--- config.mk ---
export PLATFORM = sky130hd
export DESIGN_NAME = line_buffer_sequencer
export DESIGN_NICKNAME = d
export VERILOG_FILES = /design/src/rtl/line_buffer_sequencer.sv
export SDC_FILE = /design/constraint.sdc
export NUM_CORES = 1
export LEC_CHECK = 0
export ABC_AREA = 1
export BUFFER_PORTS_ARGS = -buffer_cell sky130_fd_sc_hd__clkbuf_2
export CAP_MARGIN = 0
export CORE_MARGIN = 2
export CORE_UTILIZATION = 54
export DETAILED_ROUTE_END_ITERATION = 6
export PLACE_DENSITY = 0.84
export SLEW_MARGIN = 0
export SYNTH_ARGS = -nofsm -noshare
export SYNTH_HDL_FRONTEND = slang
export SYNTH_SLANG_ARGS = --single-unit
--- constraint.sdc ---
create_clock -name i_clk -period 2.1 [get_ports i_clk]
set_clock_uncertainty 0.2 [all_clocks]
set_input_delay 0.315 -clock i_clk [delete_from_list [all_inputs] [get_ports i_clk]]
set_output_delay 0.315 -clock i_clk [all_outputs]
set_load 0.01 [all_outputs]
--- src/rtl/line_buffer_sequencer.sv ---
// Write/shift/read sequencer for a 3-row line buffer.
// Optional: define LBSEQ_OVERRUN_CNT_EN to add o_overrun_count.
module line_buffer_sequencer #(
    parameter int LINE_WIDTH = 240,
    parameter int ADDR_W     = 8,
    parameter int DATA_W     = 8
) (
    input  logic              i_clk,
    input  logic              i_rst_n,
    input  logic              i_frame_start,
    input  logic [DATA_W-1:0] i_pixel_in,
    input  logic              i_pixel_valid,
    output logic              o_pixel_ready,
    output logic [DATA_W-1:0] o_data_in,
    output logic [ADDR_W-1:0] o_write_addr,
    output logic              o_write_en,
    output logic              o_shift,
    output logic [ADDR_W-1:0] o_read_addr,
    output logic              o_buf_reset,
    output logic              o_window_valid,
    output logic [ADDR_W-1:0] o_window_col,
    output logic              o_line_done,
    output logic [1:0]        o_lines_loaded
`ifdef LBSEQ_OVERRUN_CNT_EN
    ,
    output logic [15:0]       o_overrun_count
`endif
);

    typedef enum logic [2:0] {
        S_IDLE,
        S_CLEAR,
        S_FILL,
        S_FLUSH,
        S_SHIFT,
        S_READ
    } state_t;

    localparam logic [ADDR_W-1:0] LP_LAST = ADDR_W'(LINE_WIDTH - 1);

    state_t              r_state;
    logic [ADDR_W-1:0]   r_col;
    logic                r_pixel_ready;
    logic [DATA_W-1:0]   r_data_in;
    logic [ADDR_W-1:0]   r_write_addr;
    logic                r_write_en;
    logic                r_shift;
    logic [ADDR_W-1:0]   r_read_addr;
    logic                r_buf_reset;
    logic                r_window_valid;
    logic [ADDR_W-1:0]   r_window_col;
    logic                r_line_done;
    logic [1:0]          r_lines_loaded;

    logic w_start;
    logic w_accept;

    assign w_start  = i_frame_start && (r_state != S_CLEAR);
    assign w_accept = (r_state == S_FILL) && i_pixel_valid && r_pixel_ready;

    // Sequencer FSM; every output is a register updated here.
    always_ff @(posedge i_clk or negedge i_rst_n) begin
        if (!i_rst_n) begin
            r_state        <= S_IDLE;
            r_col          <= '0;
            r_pixel_ready  <= 1'b0;
            r_data_in      <= '0;
            r_write_addr   <= '0;
            r_write_en     <= 1'b0;
            r_shift        <= 1'b0;
            r_read_addr    <= '0;
            r_buf_reset    <= 1'b0;
            r_window_valid <= 1'b0;
            r_window_col   <= '0;
            r_line_done    <= 1'b0;
            r_lines_loaded <= '0;
        end else begin
            r_write_en     <= 1'b0;
            r_shift        <= 1'b0;
            r_buf_reset    <= 1'b0;
            r_window_valid <= 1'b0;
            r_line_done    <= 1'b0;
            if (w_start) begin
                // Abort whatever is in flight; partial line is dropped.
                r_state        <= S_CLEAR;
                r_buf_reset    <= 1'b1;
                r_pixel_ready  <= 1'b0;
                r_lines_loaded <= '0;
                r_col          <= '0;
                r_read_addr    <= '0;
            end else begin
                unique case (r_state)
                    S_IDLE: begin
                        r_pixel_ready <= 1'b0;
                    end
                    S_CLEAR: begin
                        r_state        <= S_FILL;
                        r_pixel_ready  <= 1'b1;
                        r_col          <= '0;
                        r_lines_loaded <= '0;
                    end
                    S_FILL: begin
                        if (w_accept) begin
                            r_write_en   <= 1'b1;
                            r_write_addr <= r_col;
                            r_data_in    <= i_pixel_in;
                            if (r_col == LP_LAST) begin
                                r_state       <= S_FLUSH;
                                r_pixel_ready <= 1'b0;
                                r_col         <= '0;
                            end else begin
                                r_col <= r_col + ADDR_W'(1);
                            end
                        end
                    end
                    S_FLUSH: begin
                        // Last write lands this cycle; shift follows.
                        r_state <= S_SHIFT;
                        r_shift <= 1'b1;
                        if (r_lines_loaded != 2'd3) begin
                            r_lines_loaded <= r_lines_loaded + 2'd1;
                        end
                    end
                    S_SHIFT: begin
                        if (r_lines_loaded == 2'd3) begin
                            r_state     <= S_READ;
                            r_read_addr <= '0;
                        end else begin
                            r_state       <= S_FILL;
                            r_col         <= '0;
                            r_pixel_ready <= 1'b1;
                        end
                    end
                    S_READ: begin
                        // Buffer data lags the address by one cycle.
                        r_window_valid <= 1'b1;
                        r_window_col   <= r_read_addr;
                        r_line_done    <= (r_read_addr == LP_LAST);
                        if (r_read_addr == LP_LAST) begin
                            r_state       <= S_FILL;
                            r_read_addr   <= '0;
                            r_col         <= '0;
                            r_pixel_ready <= 1'b1;
                        end else begin
                            r_read_addr <= r_read_addr + ADDR_W'(1);
                        end
                    end
                    default: begin
                        r_state       <= S_IDLE;
                        r_pixel_ready <= 1'b0;
                    end
                endcase
            end
        end
    end

`ifdef LBSEQ_OVERRUN_CNT_EN
    logic [15:0] r_overrun_count;

    // Count offered pixels that could not be taken, saturating.
    always_ff @(posedge i_clk or negedge i_rst_n) begin
        if (!i_rst_n) begin
            r_overrun_count <= '0;
        end else if (r_state == S_CLEAR) begin
            r_overrun_count <= '0;
        end else if ((r_state != S_IDLE) && i_pixel_valid &&
                     !r_pixel_ready && (r_overrun_count != 16'hFFFF)) begin
            r_overrun_count <= r_overrun_count + 16'd1;
        end
    end

    assign o_overrun_count = r_overrun_count;
`endif

    assign o_pixel_ready  = r_pixel_ready;
    assign o_data_in      = r_data_in;
    assign o_write_addr   = r_write_addr;
    assign o_write_en     = r_write_en;
    assign o_shift        = r_shift;
    assign o_read_addr    = r_read_addr;
    assign o_buf_reset    = r_buf_reset;
    assign o_window_valid = r_window_valid;
    assign o_window_col   = r_window_col;
    assign o_line_done    = r_line_done;
    assign o_lines_loaded = r_lines_loaded;

endmodule

==> metrics.md, run 1 <==
| Metric | Value |
|---|---|
| Result of the run | `finished clean` |
| Clock Sink Count | `51` |
| Net count of the mapped netlist | `323` |
| Final worst path period share | `0.9336` |
| TritonCTS clock tree | `built` |
| Number of port buffers | `51` |
| Placed wire-length estimate after detailed placement | `3967 um` |
| Synthesized instance count | `308` |
| Count of inserted antenna diode cells | `0` |
| Post-cts resize count | `0` |
| Via count of the first global-routing pass | `2123` |
| CTS Root Cell | `clkbuf_8` |
| Maximum fanout along the worst path | `6` |
| P_leak | `0.001590 uW` |
| Share of the synthesized area in the top cell type | `0.5162` |
| Maximum buffer depth of the clock tree | `2` |
| Number of nets with antenna violations after detailed routing | `0` |
| Part of the Yosys area used for sequential elements | `0.5162` |
| Endpoint of the worst hold-timing path | `o_data_in[0]` |
| WP data arrival | `2.00 ns` |
| Peak supply drop | `0.0004567 V` |
| Floorplan Core Area | `4384 sq um` |
| Type of the worst min-delay path | `in -> reg` |
| Number of distinct library cells after synthesis | `23` |
| Max-slew violation total from the final report | `0` |
| RSZ-0062 raised after global routing | `no` |
| Depth of the worst register-to-register path | `9` |
| # DRC | `0` |
| Fin. Hold Viols | `0` |
| Final critical delay including setup and external delays | `1.961 ns` |
| Count of vias placed by the detailed router | `2219` |
| Power density over the cells | `855.2 nW/um^2` |
| Critical register-to-register path endpoint | `r_col[1]` |
| Netlist area before placement | `2472 sq um` |
| Starting density of the core | `0.5639` |
| Critical setup path kind | `reg -> reg` |
| Die Ht | `71.67 um` |
| Number of warnings issued by yosys | `0` |
| Antenna violations before repair | `0` |
| Proportion of layout cells with a drive suffix above 1 | `0.2276` |
| RD Place Congestion | `0.8714` |
| Post-route non-filler standard cell count | `421` |
| Clock latency of the later-clocked register in the worst-skew pair | `0.30 ns` |
| Routed vias/inst | `5.271` |
| Pin slew with the least headroom to its limit | `0.3901 ns` |
| Reg-to-reg critical path startpoint | `o_read_addr[0]` |
| Setup violation total in the final timing report | `0` |
| Worst rel slew slack | `0.7399` |
| Drt first-iter violations | `145` |
| Worst reg2reg setup slack | `0.14 ns` |
| Drt wl/cell | `12.99 um` |
| Final global-route overflow total | `0` |
| Avg Cell Area, Syn | `8.027 sq um` |
| Die Width | `71.67 um` |
| Clock-pin slew on the worst setup and hold paths | `0.09 ns` |
| Setup Fix Bufs, Post-CTS | `0` |
| Overall track demand over capacity in global routing | `0.2230` |
| Die outline area | `5136 sq um` |
| Number of placement rows | `24` |
| Capturing element type of the critical path | `register` |
| Achievable clock frequency | `0.5100 GHz` |
| Maxcap violations | `0` |
| Source of the worst hold timing path | `i_pixel_in[0]` |
| Wire length of the first global-routing pass | `9204 um` |
| Area growth from synthesis to layout | `18.02%` |
| Launching element type of the critical path | `register` |
| Final routed wirelength across all metal layers | `5468 um` |
| Data required time at the worst endpoint | `2.14 ns` |
| Library cell with the largest summed area after synthesis | `dfrtp_1` |
| H-Tree Level Count | `2` |
| Hold Path Stages | `3` |
| Synthesis-stage register bit count | `51` |
| IO Count | `52` |
| TNS Setup | `0 ns` |
| Largest net degree at the start of global routing | `26` |
| Placed Instances | `409` |
| Fillers | `365` |
| Number of nets in the layout | `383` |
| Detailed-router iteration count before antenna repair | `4` |
| Clock buffer count from CTS | `5` |
| Cells taking the most area after synthesis | `dfrtp_1 52%, nand2_1 16%, nand3_1 5.9%` |
-- Yosys cell counts --
library cell,count
buf_2,3
buf_4,1
buf_6,1
dfrtp_1,51
ha_1,3
inv_1,28
inv_2,6
nand2_1,104
nand2_2,5
nand2_4,3
nand3_1,29
nand3_2,1
nand3_4,1
nand4_1,6
nor2_1,24
nor2_2,2
nor2_4,2
nor3_1,1
o21ai_0,29
o21ai_1,3
o21ai_2,1
or2_2,1
xor2_1,3
-- report_power, final --
| part | switching, uW | total (uW) | leakage, uW | internal (uW) |
|---|---|---|---|---|
| sequential | 99.4 | 1190 | 0.000701 | 1090 |
| combinational | 466 | 690 | 0.000838 | 224 |
| clock | 315 | 616 | 0.0000515 | 301 |
| total | 880 | 2500 | 0.00159 | 1620 |
-- what timing repair did --
item,4_1_cts,5_1_grt
setup endpoints to repair,0,5
hold buffers,3,0
endpoints found under the hold margin,16,0
-- critical path, cell delays in order (launching register included) --
cell and delay [ns]:
dfrtp_1 0.45, ha_1 0.20, nand2_1 0.07, nor2_1 0.20, nand2_2 0.15, nand2_4 0.13, nand2_4 0.08, nor2_2 0.25
nand2_1 0.09, o21ai_1 0.08
-- logic make-up (layout without fill, tap and decap cells) --
group | Yosys count | in the layout | share of synthesized area
buffers and inverters | 39 | 99 | 0.06528
AO/OA/AOI/OAI | 33 | 33 | 0.06832
adder cells (fa/ha/maj) | 3 | 3 | 0.01518
XOR/XNOR | 3 | 3 | 0.01063
AND/OR/NAND/NOR | 179 | 180 | 0.3244
flip-flops | 51 | 51 | 0.5162
-- flip-flops by register name, summed over array words and instances, names as in the netlist --
signal          cells
r_state             3
o_write_addr        8
o_shift             1
o_window_valid      1
o_lines_loaded      2
r_col               8
o_data_in           8
o_line_done         1
o_window_col        8
o_pixel_ready       1
o_buf_reset         1
o_read_addr         8
o_write_en          1
-- layout by cell type, fill, tap and decap left out, drive strengths merged --
cell / instances
o21ai: 33
inv: 34
or2: 1
nor2: 29
nand3: 31
ha: 3
clkbuf: 59
buf: 3
nand4: 6
nor3: 1
dfrtp: 51
xor2: 3
nand2: 112
dlygate4sd3: 3
-- metrics by stage --
stage          instance area, sq um  setup slack [ns]  hold slack (ns)  power, uW    util
6_report                       2918            0.1394         0.006940       2495  0.6655
5_1_grt                        2918           0.02023          0.01009       2637  0.6655
4_1_cts                        2912            0.1506        0.0004821       2487  0.6641
3_5_place_dp                   2781            0.1846          0.05754       1873  0.6344
3_3_place_gp                   2781            0.3465          0.04986       1837  0.6344
2_1_floorplan                  2472            0.3885          -0.1806       1667       -
-- per-layer routing --
| layer | track usage | vias to the layer above | share of wire |
|---|---|---|---|
| li1 | - | 1098 | - |
| met1 | 0.2869 | 1040 | 0.43 |
| met2 | 0.3776 | 75 | 0.50 |
| met3 | 0.04923 | 6 | 0.060 |
| met4 | 0.06918 | 0 | 0.012 |
| met5 | 0 | - | 0 |
-- cell type report --
type | count | area, sq um | area share
multi-input cells | 219 | 1041 | 0.3568
inverters | 34 | 127.6 | 0.04374
flip-flops and latches | 51 | 1276 | 0.4374
repair buffers | 57 | 307.8 | 0.1055
well taps | 52 | 65.06 | 0.02230
clock buffers | 8 | 100.1 | 0.03431
-- worst max path at each step --
stage / slack [ns] / end / start / cells past startpoint
after floorplan: 0.39 / r_col[2] / o_read_addr[0] / 10
after global placement: 0.35 / r_col[3] / o_read_addr[0] / 9
after detailed placement: 0.18 / r_col[2] / o_read_addr[0] / 9
after CTS: 0.15 / r_col[2] / o_read_addr[0] / 9
after global routing: 0.02 / r_col[1] / o_read_addr[0] / 9
final: 0.14 / r_col[1] / o_read_addr[0] / 9
(Power assumes the default switching activity.)
==> run 2: changes to the inputs <==
CORE_UTILIZATION = 35   (was 54)
PLACE_DENSITY = 0.6   (was 0.84)
SLEW_MARGIN = 10   (was 0)
==> run 2 against run 1 <==
Net effect:
- critical path depth unchanged
- power is 2.8% higher
- cell area up 3.7%
- sequential share of layout area decreased by 1.6 points
==> metrics.md, run 2 (synthesis gave the netlist of run 1 again) <==
| Metric | Value |
|---|---|
| Result of the run | `finished clean` |
| Drt first-iter violations | `102 (-30%)` |
| Area growth from synthesis to layout | `22.37%` |
| CTS Hold Bufs | `8 (+5)` |
| Capturing element type of the critical path | `register` |
| P_leak | `0.001611 uW (+1.3%)` |
| Wire length on met3 | `189 um (-42%)` |
| H-Tree Level Count | `2 (unchanged)` |
| Final global-route overflow total | `0 (unchanged)` |
| Number of placement rows | `30 (+25%)` |
| Power density over the cells | `847.6 nW/um^2 (-0.89%)` |
| Drt wl/cell | `11.65 um (-10%)` |
| Type of the worst min-delay path | `in -> reg` |
| IO Count | `52 (unchanged)` |
| Maxcap violations | `0 (unchanged)` |
| Area after detailed placement | `2829 sq um (+1.7%)` |
| Overall track demand over capacity in global routing | `0.1494 (-0.07359)` |
| Launching element type of the critical path | `register` |
| Critical setup path kind | `reg -> reg` |
| Routed vias/inst | `4.622 (-12%)` |
| Max-slew violation total from the final report | `0 (unchanged)` |
| Fin. Hold Viols | `0 (unchanged)` |
| Highest metal used | `met4` |
| Starting density of the core | `0.3619 (-0.2020)` |
| Most frequent standard cell in the layout excluding fill and tap cells | `nand2_1` |
| Clock latency of the later-clocked register in the worst-skew pair | `0.31 ns (about the same)` |
| Post-route cell area | `3025 sq um (+3.7%)` |
| Final routed wirelength across all metal layers | `5451 um (-0.31%)` |
| Pin slew with the least headroom to its limit | `0.6488 ns (+0.2587 ns)` |
| Maximum buffer depth of the clock tree | `2 (unchanged)` |
| Worst reg2reg setup slack | `0.24 ns (+0.10 ns)` |
| Count of inserted antenna diode cells | `0 (unchanged)` |
| Data required time at the worst endpoint | `2.15 ns (about the same)` |
| Achievable clock frequency | `0.5384 GHz (+5.6%)` |
| Setup violation total in the final timing report | `0 (unchanged)` |
| Most used cells in the layout excluding fill and tap cells | `104 x nand2_1, 51 x clkbuf_2, 51 x dfrtp_1, 29 x nand3_1, 29 x o21ai_0` |
| Number of port buffers | `51 (unchanged)` |
| WP data arrival | `1.91 ns (-0.09 ns)` |
| Length of routed wiring on met1 | `2598 um (+11%)` |
| Setup Fix Bufs, Post-CTS | `0 (unchanged)` |
| Die outline area | `7752 sq um (+51%)` |
| Placed wire-length estimate after detailed placement | `3893 um (-1.9%)` |
| Final critical delay including setup and external delays | `1.858 ns (-0.1031 ns)` |
| Die Width | `88.05 um (+23%)` |
| Number of nets in the layout | `386 (+0.78%)` |
| # DRC | `0 (unchanged)` |
| Detailed-router iteration count before antenna repair | `4 (unchanged)` |
| Die Ht | `88.05 um (+23%)` |
| Wire length of the first global-routing pass | `9204 um (unchanged)` |
| Proportion of layout cells with a drive suffix above 1 | `0.2231 (-0.004524)` |
| Post-cts resize count | `0 (unchanged)` |
| TNS Setup | `0 ns (unchanged)` |
| Fillers | `704 (+93%)` |
| Count of vias placed by the detailed router | `2163 (-2.5%)` |
| Largest net degree at the start of global routing | `52 (+100%)` |
| TritonCTS clock tree | `built` |
| PnR Total Power | `2564 uW (+2.8%)` |
| Via count of the first global-routing pass | `2085 (-1.8%)` |
| CTS Root Cell | `clkbuf_8` |
| Worst rel slew slack | `0.5675 (-0.1725)` |
| Clock-pin slew on the worst setup and hold paths | `0.10 ns (about the same)` |
| Floorplan Core Area | `6832 sq um (+56%)` |
| Total length of routed met2 wires | `2603 um (-4.7%)` |
| RSZ-0062 raised after global routing | `no` |
| Clock Sink Count | `51 (unchanged)` |
| RD Place Congestion | `0.8590 (-1.4%)` |
| Maximum fanout along the worst path | `11 (+5)` |
| Number of nets with antenna violations after detailed routing | `0 (unchanged)` |
| Clock buffer count from CTS | `5 (unchanged)` |
| Antenna violations before repair | `0 (unchanged)` |
| Final worst path period share | `0.8845 (-0.04910)` |
| Peak supply drop | `0.0002742 V (-40%)` |
run 2: cell types whose count changed in the layout (fill, tap and decap cells not counted):
| cell | delta |
|---|---|
| nor2_2 | -1 |
| dlygate4sd3_1 | +5 |
| clkbuf_8 | -2 |
| inv_6 | +1 |
| clkinv_4 | +1 |
| clkbuf_1 | -1 |
| buf_4 | -1 |
| bufinv_16 | +1 |
run 2: worst max-delay path, cell delays in order (launching register included):
cell and delay [ns]:
dfrtp_1 0.44, ha_1 0.19, nand2_1 0.07, nor2_1 0.18
nand2_2 0.14, nand2_4 0.12, nand2_4 0.07, nor2_4 0.21
nand3_1 0.10, nand2_1 0.07
run 2: through the flow:
stage	hold slack [ns]	setup WS, ns	utilization	cells
6_report	0.01242	0.2425	0.4429	468
5_1_grt	0.005434	0.00008304	0.4429	468
4_1_cts	0.003044	0.2139	0.4429	468
3_5_place_dp	0.2650	0.2432	0.4141	452
3_3_place_gp	0.2612	0.3185	0.4141	452
2_1_floorplan	-0.1806	0.3885	-	308
run 2: routing by layer:
| layer | up-vias | track usage |
|---|---|---|
| met5 | - | 0 |
| met4 | 0 | 0.06061 |
| met3 | 4 | 0.03299 |
| met2 | 43 | 0.2452 |
| met1 | 1007 | 0.1920 |
| li1 | 1109 | - |
run 2: path summary, 6_finish.rpt:
check | start | end | cells past startpoint
hold reg to reg | o_window_col[5] | o_window_col[5] | 2
hold / removal | i_pixel_in[4] | o_data_in[4] | 3
setup / recovery | o_read_addr[0] | r_col[3] | 9
max in group asynchronous | i_rst_n | o_read_addr[1] | 3
setup reg to reg | o_read_addr[0] | r_col[3] | 9
min in group asynchronous | i_rst_n | o_lines_loaded[1] | 3
run 2: layout make-up:
class,count,area (sq um),area share
flip-flops and latches,51,1276,0.4218
multi-input cells,218,1035,0.3420
repair buffers,61,350.3,0.1158
inverters,34,127.6,0.04218
well taps,96,120.1,0.03970
clock buffers,5,68.82,0.02275
clock inverters,3,47.55,0.01572
run 2: power breakdown:
group | switching (uW) | internal, uW | leakage, uW
registers | 95.6 | 1090 | 0.000701
logic | 443 | 226 | 0.000851
clock network | 348 | 362 | 0.0000587
total | 887 | 1680 | 0.00161
==> run 3: changes to the inputs <==
BUFFER_PORTS_ARGS = -buffer_cell sky130_fd_sc_hd__buf_2   (was -buffer_cell sky130_fd_sc_hd__clkbuf_2)
==> run 3 against run 2 <==
Net effect:
- sequential power barely moved
- sequential cell count unchanged
- sequential share of layout area up 0.052 points
- cell area fell by 0.12%
- hold slack worse by 0.0058 ns
- cell count stayed put
- global-route usage decreased by 0.22 points
==> metrics.md, run 3 (synthesis gave the netlist of run 1 again) <==
| Metric | Value |
|---|---|
| Maxcap violations | `0 (unchanged)` |
| Placed wire-length estimate after detailed placement | `3977 um (+2.2%)` |
| Setup Fix Bufs, Post-CTS | `0 (unchanged)` |
| Drt first-iter violations | `117 (+15%)` |
| Final worst path period share | `0.8972 (+0.01268)` |
| Placed Instances | `453 (+0.22%)` |
| Final routed wirelength across all metal layers | `5417 um (-0.62%)` |
| Proportion of layout cells with a drive suffix above 1 | `0.2258 (+0.002688)` |
| Post-route non-filler standard cell count | `468 (unchanged)` |
| Wire length of the first global-routing pass | `9066 um (-1.5%)` |
| Largest net degree at the start of global routing | `26 (-50%)` |
| Endpoint of the worst hold-timing path | `o_data_in[6]` |
| Fillers | `696 (-1.1%)` |
| Crit. path cell count | `9 (unchanged)` |
| CTS Hold Bufs | `7 (-1)` |
| Result of the run | `finished clean` |
| TNS Setup | `0 ns (unchanged)` |
| Overall track demand over capacity in global routing | `0.1472 (-0.002238)` |
| Depth of the worst register-to-register path | `9 (unchanged)` |
| Delay-heaviest family, CP | `simple AND/OR/NAND/NOR gates` |
| Launching element type of the critical path | `register` |
| Detailed-router iteration count before antenna repair | `4 (unchanged)` |
| IO Count | `52 (unchanged)` |
| Post-cts resize count | `0 (unchanged)` |
| Source of the worst hold timing path | `i_pixel_in[6]` |
| CTS Root Cell | `clkbuf_8` |
| Most frequent standard cell in the layout excluding fill and tap cells | `nand2_1` |
| Max-slew violation total from the final report | `0 (unchanged)` |
| FF+latch area | `1276 sq um (unchanged)` |
| Clock-pin slew on the worst setup and hold paths | `0.10 ns (about the same)` |
| Final global-route overflow total | `0 (unchanged)` |
| Drt wl/cell | `11.57 um (-0.62%)` |
| Setup violation total in the final timing report | `0 (unchanged)` |
| Routed vias/inst | `4.579 (-0.92%)` |
| Number of nets with antenna violations after detailed routing | `0 (unchanged)` |
| Pin slew with the least headroom to its limit | `0.4019 ns (-0.2469 ns)` |
| Most used cells in the layout excluding fill and tap cells | `104 x nand2_1, 51 x buf_2, 51 x dfrtp_1, 29 x nand3_1, 29 x o21ai_0` |
| Data required time at the worst endpoint | `2.15 ns (about the same)` |
| Buffering stage count on the worst path with inverters included | `0 (unchanged)` |
| Multi-input logic area | `1035 sq um (unchanged)` |
| P_leak | `0.001638 uW (+1.7%)` |
| H-Tree Level Count | `2 (unchanged)` |
| Peak supply drop | `0.0002540 V (-7.4%)` |
| RSZ-0062 raised after global routing | `no` |
| Achievable clock frequency | `0.5307 GHz (-1.4%)` |
| Area growth from synthesis to layout | `22.22%` |
| Die Width | `88.05 um (unchanged)` |
| # DRC | `0 (unchanged)` |
| Clock Sink Count | `51 (unchanged)` |
| Reg-to-reg critical path startpoint | `o_read_addr[0]` |
| Number of nets in the layout | `386 (unchanged)` |
| Via count of the first global-routing pass | `1978 (-5.1%)` |
| Starting density of the core | `0.3619 (unchanged)` |
| Count of inserted antenna diode cells | `0 (unchanged)` |
| Antenna violations before repair | `0 (unchanged)` |
| Fin. Hold Viols | `0 (unchanged)` |
| Worst rel slew slack | `0.7311 (+0.1636)` |
| Worst reg2reg setup slack | `0.22 ns (-0.03 ns)` |
| Die outline area | `7752 sq um (unchanged)` |
| Maximum buffer depth of the clock tree | `2 (unchanged)` |
| Die Ht | `88.05 um (unchanged)` |
| CP max stage cell | `dfrtp_1` |
| Clock latency of the later-clocked register in the worst-skew pair | `0.30 ns (about the same)` |
| Final critical delay including setup and external delays | `1.884 ns (+0.02664 ns)` |
| Maximum fanout along the worst path | `11 (unchanged)` |
| RD Place Congestion | `0.8815 (+2.6%)` |
| Delay of the slowest critical-path stage | `0.44 ns (about the same)` |
| Clock buffer count from CTS | `5 (unchanged)` |
| WP data arrival | `1.93 ns (+0.02 ns)` |
| TritonCTS clock tree | `built` |
| Floorplan Core Area | `6832 sq um (unchanged)` |
| Critical setup path kind | `reg -> reg` |
| Count of vias placed by the detailed router | `2143 (-0.92%)` |
| Type of the worst min-delay path | `in -> reg` |
| Hold Path Stages | `3 (unchanged)` |
| Number of placement rows | `30 (unchanged)` |
| Power density over the cells | `845.4 nW/um^2 (-0.26%)` |
| Capturing element type of the critical path | `register` |
| Number of port buffers | `51 (unchanged)` |
| Cells along the critical path | `ha_1 > nand2_1 > nor2_1 > nand2_2 > nand2_4 > nand2_4 > nor2_4 > nand3_1 > nand2_1` |
| Critical register-to-register path endpoint | `r_col[4]` |
==> run 3: cell types whose count changed in the layout (fill, tap and decap cells not counted) <==
cell	before	now
buf_2	0	51
clkbuf_2	51	0
buf_4	2	3
clkinv_4	1	0
clkinvlp_4	0	1
dlygate4sd3_1	8	7
==> run 3: layout make-up <==
class / instances / area share
sequential: 51 / 0.4224
multi-input combinational: 218 / 0.3424
timing repair buffer: 61 / 0.1151
inverter: 34 / 0.04224
tap: 96 / 0.03975
clock buffer: 5 / 0.02277
clock inverter: 3 / 0.01532
==> run 3: worst max-delay path by stage <==
stage	startpoint	slack, ns	to
detailed placement	o_read_addr[0]	0.25	r_col[4]
global route	o_read_addr[0]	0.01	r_col[7]
CTS	o_read_addr[0]	0.22	r_col[4]
global placement	o_read_addr[0]	0.32	r_col[4]
finish	o_read_addr[0]	0.22	r_col[4]
floorplan	o_read_addr[0]	0.39	r_col[2]
==> run 3: through the flow <==
step / instance area (sq um) / power (uW) / hold slack, ns / util / worst slack, ns
2_1_floorplan: 2472 / 1667 / -0.1806 / - / 0.3885
3_3_place_gp: 2836 / 1855 / 0.03105 / 0.4152 / 0.3199
3_5_place_dp: 2836 / 1863 / 0.03752 / 0.4152 / 0.2500
4_1_cts: 3022 / 2585 / 0.001358 / 0.4423 / 0.2227
5_1_grt: 3022 / 2720 / 0.003034 / 0.4423 / 0.01191
6_report: 3022 / 2555 / 0.006635 / 0.4423 / 0.2158
==> run 3: layer usage <==
layer  GRT usage  routed length (um)  vias up  part of all wire
met4     0.06474                 102        0             0.019
met1      0.1992                2699      985              0.50
met3     0.02262                 195       10             0.036
met2      0.2348                2419       49              0.45
li1            -                   -     1099                 -
met5           0                   0        -                 0
==> run 3: power by group <==
part / total (uW) / internal (uW) / switching, uW / leakage [uW]
Sequential: 1180 / 1090 / 91.1 / 0.000701
Clock: 703 / 359 / 344 / 0.0000548
Combinational: 670 / 227 / 443 / 0.000883
==> run 3: worst reg2reg max path: stages, from the launching register on <==
cell	delay (ns)
dfrtp_1	0.44
ha_1	0.20
nand2_1	0.07
nor2_1	0.19
nand2_2	0.14
nand2_4	0.12
nand2_4	0.07
nor2_4	0.22
nand3_1	0.11
nand2_1	0.07
